<file path="src/rtl/gray2bin_serial.sv">
// Iterative Gray-to-binary decoder: one binary bit per clock, MSB first,
// with valid/ready handshakes on the input and output sides.
module gray2bin_serial #(
  parameter int WIDTH = 4
) (
  input  logic             clk,
  input  logic             rst,
  input  logic             in_valid,
  output logic             in_ready,
  input  logic [WIDTH-1:0] gray_in,
  output logic             out_valid,
  input  logic             out_ready,
  output logic [WIDTH-1:0] binary_out,
  output logic             busy
);

  localparam int IW = $clog2(WIDTH);
  localparam logic [IW-1:0] IDX_MSB = IW'(WIDTH - 1);

  typedef enum logic [1:0] {
    IDLE = 2'd0,
    CONV = 2'd1,
    DONE = 2'd2
  } state_t;

  state_t           state_reg;
  logic [IW-1:0]    idx_reg;
  logic [WIDTH-1:0] gray_reg;
  logic [WIDTH-1:0] bin_reg;
  logic             in_ready_reg;
  logic             out_valid_reg;
  logic             busy_reg;
  logic [WIDTH-1:0] bit_next;

  // bit_next[i] is the binary bit i once bit i+1 has been resolved.
  for (genvar gi = 0; gi < WIDTH; gi++) begin : g_bit
    if (gi == WIDTH - 1) begin : g_msb
      assign bit_next[gi] = gray_reg[gi];
    end else begin : g_low
      assign bit_next[gi] = bin_reg[gi+1] ^ gray_reg[gi];
    end
  end

  always_ff @(posedge clk) begin
    if (rst) begin
      state_reg     <= IDLE;
      idx_reg       <= IDX_MSB;
      gray_reg      <= '0;
      bin_reg       <= '0;
      in_ready_reg  <= 1'b1;
      out_valid_reg <= 1'b0;
      busy_reg      <= 1'b0;
    end else begin
      case (state_reg)
        IDLE: begin
          if (in_valid) begin
            gray_reg     <= gray_in;
            idx_reg      <= IDX_MSB;
            state_reg    <= CONV;
            in_ready_reg <= 1'b0;
            busy_reg     <= 1'b1;
          end
        end
        CONV: begin
          bin_reg[idx_reg] <= bit_next[idx_reg];
          if (idx_reg == '0) begin
            state_reg     <= DONE;
            out_valid_reg <= 1'b1;
          end else begin
            idx_reg <= idx_reg - 1'b1;
          end
        end
        DONE: begin
          if (out_ready) begin
            state_reg     <= IDLE;
            out_valid_reg <= 1'b0;
            in_ready_reg  <= 1'b1;
            busy_reg      <= 1'b0;
          end
        end
        default: begin
          state_reg     <= IDLE;
          idx_reg       <= IDX_MSB;
          in_ready_reg  <= 1'b1;
          out_valid_reg <= 1'b0;
          busy_reg      <= 1'b0;
        end
      endcase
    end
  end

  assign in_ready   = in_ready_reg;
  assign out_valid  = out_valid_reg;
  assign busy       = busy_reg;
  assign binary_out = bin_reg;

endmodule

</file>
<file path="config.mk">
export PLATFORM = sky130hd
export DESIGN_NAME = gray2bin_serial
export DESIGN_NICKNAME = d
export VERILOG_FILES = /design/src/rtl/gray2bin_serial.sv
export SDC_FILE = /design/constraint.sdc
export NUM_CORES = 1
export LEC_CHECK = 0
export BUFFER_PORTS_ARGS = -buffer_cell sky130_fd_sc_hd__buf_2
export CORE_AREA = 2 2 43 45
export DETAILED_ROUTE_END_ITERATION = 6
export DIE_AREA = 0 0 45 47
export GPL_TIMING_DRIVEN = 0
export PLACE_DENSITY = 0.75
export SYNTH_ARGS = -nofsm -noshare
export SYNTH_HDL_FRONTEND = slang
export SYNTH_SLANG_ARGS = --single-unit
</file>
<file path="constraint.sdc">
create_clock -name clk -period 1.41 [get_ports clk]
set_input_delay 0.282 -clock clk [delete_from_list [all_inputs] [get_ports clk]]
set_output_delay 0.282 -clock clk [all_outputs]
set_load 0.02 [all_outputs]
</file>
; ---- Word level (Yosys, flattened, before mapping)
; Cells that the tools add are included.
; Widths: inputs -> output; s select.
[totals]
input_bits = 8
out_inout_bits = 7
regBits = 15
[classes]
order_cmp = 2
addsub = 1
eq_ne = 6
muxes = 20
bitwise_logic = 6
reduce_logical = 8
[ops]
columns = cell, n
row1 = $pmux 2 s3, 2
row2 = $reduce_and 3->1, 4
row3 = $mux 2, 5
row4 = $pmux 1 s3, 3
row5 = $ne 2x2->1 const B, 4
row6 = $mux 1, 7
row7 = $bwmux 4, 1
row8 = $logic_not 2->1, 2
row9 = $lt 2x3->1 const B, 1
row10 = $not 1->1, 3
row11 = $xor 1x1->1, 3
row12 = $bmux 1 s2, 1
row13 = $demux 1 s2, 1
row14 = $eq 2x1->1 const B, 1
row15 = $eq 2x2->1 const B, 1
row16 = $ge 2x1->1 const B, 1
row17 = $reduce_and 2->1, 1
row18 = $sub 2x1->2 const B, 1
row19 = $logic_and 1x1->1, 1

; ---- Logic depth before layout (Yosys ltp)
; Gate-level depths: netlist of run 1.
[logic_depth]
ltp_word = 5
depth_mapped = 5
depth_no_buf = 5

; ---- Least setup slack after synthesis of run 1
; No wires, ideal clock.
[synth_timing]
path_type = reg-to-reg
start = register idx_reg[0]
end = register idx_reg[1]
path_stages_with_launch = 6
slack_ps = 130
t_arrival_ps = 1161
cell_sequence = dfxtp_1 inv_1 ha_1 nand2b_1 a21oi_1 o21bai_1
[synth_via]
elab_chain_cells = 3
elab_cells_between_ends = 6
classes_between = 1 x add/sub / 1 x eq/ne / 2 x mux / 2 x reduce/logical
[synth_rtl]
columns = item, line_no
row1 = "start, declared", 27  ; logic [IW-1:0] idx_reg;
row2 = "start signal, assigned", 70  ; idx_reg <= idx_reg - 1'b1;
row3 = $sub 2x1->2 / $logic_not 2->1 (equally long branches), "70, 66"
row4 = $mux 2 / $ne 2x2->1 (equally long branches), --
row5 = $pmux 2 s3 / $reduce_and 3->1 (equally long branches), --
; Several ways; a longest one is shown, not always the timed one. The select of a mux whose other input is x is not followed.
; A chain may end at the register's enable or synchronous reset.

; ---- Worst setup path after layout of run 1
[layout_timing]
start = register idx_reg[1]
end = register out_valid_reg, in the netlist out_valid
[layout_via]
elab_chain_cells = 3
[layout_rtl]
columns = item, line_no
row1 = $logic_not 2->1, 66  ; if (idx_reg == '0) begin
row2 = $ne 2x2->1 (no line), --
row3 = $reduce_and 3->1 (no line), --
row4 = "end signal, assigned", 68  ; out_valid_reg <= 1'b1;
row5 = "end signal, assigned", 76  ; out_valid_reg <= 1'b0;
row6 = "end signal, assigned", 85  ; out_valid_reg <= 1'b0;
row7 = "end, declared", 31  ; logic out_valid_reg;
; Every way passes these cells.

==> results of run 1 <==
cell type report:
type,instances,area share
Inverter,4,0.0160
Sequential cell,15,0.322
Clock inverter,1,0.00534
Clock buffer,3,0.0240
Buffer,5,0.0347
Timing Repair Buffer,13,0.0694
Tap cell,17,0.0227
Multi-Input combinational cell,63,0.506
cell usage in the layout (no fill, tap or decap), types with 2 or more instances in the layout:
master | netlist | final
nand3b_1 | 8 | 8
xor2_1 | 3 | 3
or2b_1 | 2 | 2
o21bai_1 | 2 | 2
o41ai_1 | 4 | 4
o21ai_0 | 4 | 4
inv_1 | 4 | 4
nand2b_1 | 7 | 7
buf_2 | 2 | 15
nor2_1 | 2 | 2
nand2_1 | 4 | 4
clkbuf_4 | 0 | 3
dfxtp_1 | 15 | 14
ha_1 | 4 | 3
nor3_1 | 2 | 2
a21oi_1 | 9 | 9
logic make-up after synthesis:
logic type / after synthesis
buffers and inverters: 9
multiplexers: 1
flip-flops: 15
AO/OA/AOI/OAI: 24
XOR/XNOR: 4
AND/OR/NAND/NOR: 30
adder cells (fa/ha/maj): 4
what timing repair did:
item | CTS | global route
hold endpoints to repair | 0 | 0
resized for setup | 1 | 2
setup endpoints to repair | 4 | 5
power breakdown:
part / internal (W) / switching, W
Clock: 0.000105 / 0.000143
Combinational: 0.0000583 / 0.0000750
Sequential: 0.000444 / 0.0000169
Total: 0.000607 / 0.000235
per-layer routing:
metal	wire, um	up-vias	part of all wire
met3	58	4	0.037
met4	19	0	0.012
met2	760	14	0.49
met1	725	296	0.46
met5	0	-	0
li1	-	338	-
worst reg2reg max path, cell delays in order (launching register included):
cell and delay (ns):
dfxtp_1 0.47, inv_1 0.13, ha_4 0.21, a21oi_1 0.15
o32a_1 0.16, nor2_1 0.03
worst paths after layout:
check	from	end	slack [ns]	cells after the start
max	idx_reg[1]	out_valid	0.13	5
min reg2reg	gray_reg[3]	gray_reg[3]	0.48	2
max reg2reg	idx_reg[1]	out_valid	0.13	5
min	gray_in[3]	gray_reg[3]	0.22	3
stage by stage:
step	instances	hold WS, ns	TNS (ns)	utilization
floorplan	87	0.418	0	-
global route	121	0.213	0	0.567
finish	121	0.220	0	0.567
global placement	117	0.465	0	0.542
detailed placement	117	0.463	-0.0355	0.542
CTS	121	0.210	0	0.560
==> results.py, run 1 <==
metrics = {
    "timing": {
        "final_max_slew_viol_count": 0,
        "clock_skew_ns": 0.00800,
        "timing.final.hold_violations": 0,
        "timing.fmax_mhz": 781,
        "rsz0062_at_grt": "no",
        "setup_viol_count_final": 0,
        "relSlewSlack": 0.642,
        "setup_slack_ns": 0.129,
        "period_needed_ns": 1.28,
        "fin_crit_sh": 0.908,
        "tightest_slew_ns": 0.532,
    },
    "detailed_routing": {
        "drcViolationCount": 0,
        "finalWirelength_mm": 1.56,
        "drtAntennaViolNets": 0,
        "dr.pass1.iters": 4,
        "drtIter0Drc": 22,
        "wl_per_cell_um": 12.9,
        "vias": 652,
        "viasPerCell": 5.39,
    },
    "clocking": {
        "clk_pin_slew_ns": 0.10,
        "htree_num_levels": 1,
        "cts_tree": "done",
        "clock_path_buffers": 2,
        "cts.sinks": 15,
        "clkLatencyLatePin_ns": 0.29,
        "root_buffer": "clkbuf_4",
        "hold_buffers": 0,
        "cts-buffers-inserted": 3,
        "postCtsSetupBuffers": 0,
    },
    "place": {
        "gp_congestion": 0.716,
        "pre_cts_ws_ns": -0.0185,
        "placed_area_um2": 896,
        "dp_hpwl_mm": 1.13,
        "io_buffers": 13,
    },
    "synth": {
        "muxShareOfSynthArea": 0.0124,
        "synthSimpleGateAreaFrac": 0.253,
        "synth_area_per_cell_um2": 9.30,
        "synth-seq-cells": 15,
        "netlist_area_um2": 810,
        "yosysWarnings": 0,
        "yosysTopAreaCell": "dfxtp_1",
        "synth_seq_area_share": 0.371,
        "synth_edf_count": 0,
        "synthTopCellsByCount": "dfxtp_1, a21oi_1, nand3b_1",
        "synth_top_area_frac": 0.371,
        "syn-num-nets": 99,
        "synth_compound_area_frac": 0.199,
        "synth.area.top_cells": "dfxtp_1, nand3b_1, ha_1",
        "synth.most_common_cell": "dfxtp_1",
        "synth_top_family_by_area": "simple AND/OR/NAND/NOR gates",
        "synth_ff_type": "dfxtp_1",
        "async_reset_ff_frac": 0,
        "synthAdderAreaFrac": 0.0618,
        "synth_xor_area_frac": 0.0433,
        "synthCells": 87,
        "synth.distinct_cells": 30,
    },
    "layout": {
        "drive_gt1_frac": 0.260,
        "nFillCells": 152,
        "fin_nets": 117,
        "multiInputGateArea_um2": 474,
        "antenna_cells": 0,
        "stdcell_area_um2": 937,
        "area_growth_pct": 15.8,
        "seq_area_um2": 302,
    },
    "critical_path": {
        "cp_slowest_stage_delay_ns": 0.47,
        "path_class": "reg2reg",
        "worst_path_max_delay_cell": "dfxtp_1",
        "end_kind": "flip-flop",
        "crit_fanout": 9,
        "path_cells": "inv_1 > ha_4 > a21oi_1 > o32a_1 > nor2_1",
        "cp.required_ns": 1.57,
        "critPathTopFamily": "flip-flops",
        "cp.arrival_ns": 1.45,
        "worst-path-buf-inv": 1,
        "startpoint_type": "flip-flop",
    },
    "pwr": {
        "irDropWorstVdd_uv": 509,
        "pwr_density_cell_mw_per_mm2": 899,
        "total_power_w": 0.000842,
        "cellLeakagePower_nw": 0.432,
    },
    "global_routing": {
        "gr-usage-all-layers": 0.165,
        "grt_use_met2": 0.254,
        "use_met3": 0.0269,
        "grt_max_degree": 11,
        "grt.busiest_layer": "met2",
        "grt_antenna_before_repair": 0,
        "grt_pass1_wl_mm": 2.45,
        "grt_pass1_vias": 540,
        "grt_overflow": 0,
        "met1_usage": 0.214,
    },
    "hold_path": {
        "min_path_type": "in2reg",
    },
    "floorplan": {
        "core_mm2": 0.00165,
        "dieHeight_um": 47,
        "num_io_pins": 15,
        "dieWidth_um": 45,
        "die-area_mm2": 0.00212,
        "initial_core_util": 0.490,
        "rows": 15,
    },
    "flow_run": {
        "maxCapViolations": 0,
    },
    "outcome": {
        "status": "finished, final reports clean",
    },
}
Note: power is estimated with default switching activity, not from simulation.
==> run 2, diff against run 1 <==
CTS_BUF_LIST = sky130_fd_sc_hd__clkbuf_16   (was not set)
==> run 2 against run 1 <==
Against the previous run: sequential power is essentially flat; clock power grew 130%; first-iteration DRC count shrank 45%; hold slack gained 0.047 ns; critical path type unchanged; largest power group is now clock; highest routed layer unchanged.
==> results.py, run 2 (synthesized netlist as in run 1, its figures left out) <==
metrics = {
    "layout": {
        "instances_no_fill": 121,
        "layout_commonest_cell": "buf_2",
        "fin_util": 0.594,
        "mostFrequentLayoutCells": "buf_2, dfxtp_1, a21oi_1",
        "antenna_cells": 0,
        "fin_nets": 117,
        "area_growth_pct": 21.2,
        "drive_gt1_frac": 0.269,
    },
    "floorplan": {
        "dieWidth_um": 45,
        "dieHeight_um": 47,
        "rows": 15,
        "die-area_mm2": 0.00212,
        "num_io_pins": 15,
        "core_mm2": 0.00165,
        "initial_core_util": 0.490,
    },
    "global_routing": {
        "grt_max_degree": 11,
        "grt_overflow": 0,
        "grt_pass1_vias": 574,
        "grt_pass1_wl_mm": 2.55,
        "grt_antenna_before_repair": 0,
        "gr-usage-all-layers": 0.175,
    },
    "pwr": {
        "p_sw_frac": 0.237,
        "pwr_density_cell_mw_per_mm2": 1180,
        "p_int_w": 0.000881,
        "pwr-share-seq": 0.401,
        "cellLeakagePower_nw": 0.454,
        "p_clk_frac": 0.486,
        "switching_power_w": 0.000274,
        "comb_power_share": 0.114,
        "irDropWorstVdd_uv": 595,
    },
    "detailed_routing": {
        "drtIter0Drc": 12,
        "viasPerCell": 5.47,
        "drtAntennaViolNets": 0,
        "wl_per_cell_um": 13.4,
        "vias": 662,
        "drcViolationCount": 0,
        "dr.pass1.iters": 4,
        "finalWirelength_mm": 1.62,
    },
    "timing": {
        "setup_viol_count_final": 0,
        "setup_slack_ns": 0.138,
        "period_needed_ns": 1.27,
        "final_max_slew_viol_count": 0,
        "clock_skew_ns": 0.00790,
        "relSlewSlack": 0.641,
        "rsz0062_at_grt": "no",
        "timing.fmax_mhz": 786,
        "fin_crit_sh": 0.902,
        "timing.final.hold_violations": 0,
        "tightest_slew_ns": 0.533,
    },
    "critical_path": {
        "reg2regPathDepth": 4,
        "r2r_setup_slack_ns": 0.14,
        "cp.required_ns": 1.55,
        "path_class": "reg2reg",
        "cp.arrival_ns": 1.41,
        "rr_endpoint": "binary_out[0]",
        "cp-startpoint": "idx_reg[0]",
        "startpoint_type": "flip-flop",
        "end_kind": "flip-flop",
        "worstSetupEndpoint": "binary_out[0]",
        "crit_fanout": 9,
        "r2r_start": "idx_reg[0]",
    },
    "clocking": {
        "htree_num_levels": 1,
        "cts.sinks": 15,
        "cts-buffers-inserted": 3,
        "cts_tree": "done",
        "hold_buffers": 0,
        "clock_path_buffers": 2,
        "clk_pin_slew_ns": 0.05,
        "root_buffer": "clkbuf_16",
        "clkLatencyLatePin_ns": 0.25,
    },
    "place": {
        "gp_congestion": 0.716,
        "pre_cts_ws_ns": -0.0185,
        "io_buffers": 13,
        "dp_hpwl_mm": 1.13,
        "dp_cells": 117,
    },
    "hold_path": {
        "holdCritStartpoint": "gray_in[3]",
        "min_path_type": "in2reg",
    },
    "flow_run": {
        "maxCapViolations": 0,
    },
    "outcome": {
        "status": "finished, final reports clean",
    },
}
==> run 2: how the worst min path moves through the flow <==
stage	endpoint	slack [ns]	depth (start not counted)
3_5_place_dp	gray_reg[3]	0.46	2
5_1_grt	gray_reg[0]	0.28	3
4_1_cts	gray_reg[2]	0.27	3
3_3_place_gp	binary_out[0]	0.46	2
2_1_floorplan	gray_reg[0]	0.42	2
6_report	gray_reg[3]	0.27	3
==> run 2: area by class of cell <==
cell class              instances  area [um2]
fillers                       146         671
clock buffers                   3        75.1
clock inverters                 1        5.00
well taps                      17        21.3
plain buffers                   5        32.5
flip-flops and latches         15         303
inverters                       4        15.0
repair buffers                 13        65.1
multi-input cells              63         464
==> run 2: timing repair <==
item,CTS,global route
buffers inserted,0,0
endpoints found under the setup margin,3,4
pin swaps,0,0
gates resized for setup,1,2
==> run 2: power groups by stage <==
stage | registers, W | logic, W | clock network (W)
after floorplan | 0.000477 | 0.0000876 | 0
after global placement | 0.000469 | 0.000128 | 0
after detailed placement | 0.000470 | 0.000131 | 0
after CTS | 0.000462 | 0.000132 | 0.000571
after global routing | 0.000465 | 0.000147 | 0.000596
final | 0.000463 | 0.000131 | 0.000561
==> run 2: per-layer routing <==
layer | track usage | wire [um]
met1 | 0.214 | 715
met2 | 0.271 | 788
met3 | 0.0385 | 86
met4 | 0.124 | 29
met5 | 0 | 0
==> run 2: worst max-delay path, cell delays in order, from the launching register on <==
cell,delay (ns)
dfxtp_2,0.36
inv_1,0.10
ha_2,0.27
nand3b_4,0.11
o41ai_1,0.33
==> run 2: stage by stage <==
stage | power, W | hold WS, ns | setup TNS [ns] | instance area [um2]
2_1_floorplan | 0.000564 | 0.418 | 0 | 810
3_3_place_gp | 0.000597 | 0.465 | 0 | 896
3_5_place_dp | 0.000602 | 0.463 | -0.0355 | 896
4_1_cts | 0.00117 | 0.266 | 0 | 977
5_1_grt | 0.00121 | 0.279 | 0 | 981
6_report | 0.00116 | 0.267 | 0 | 981
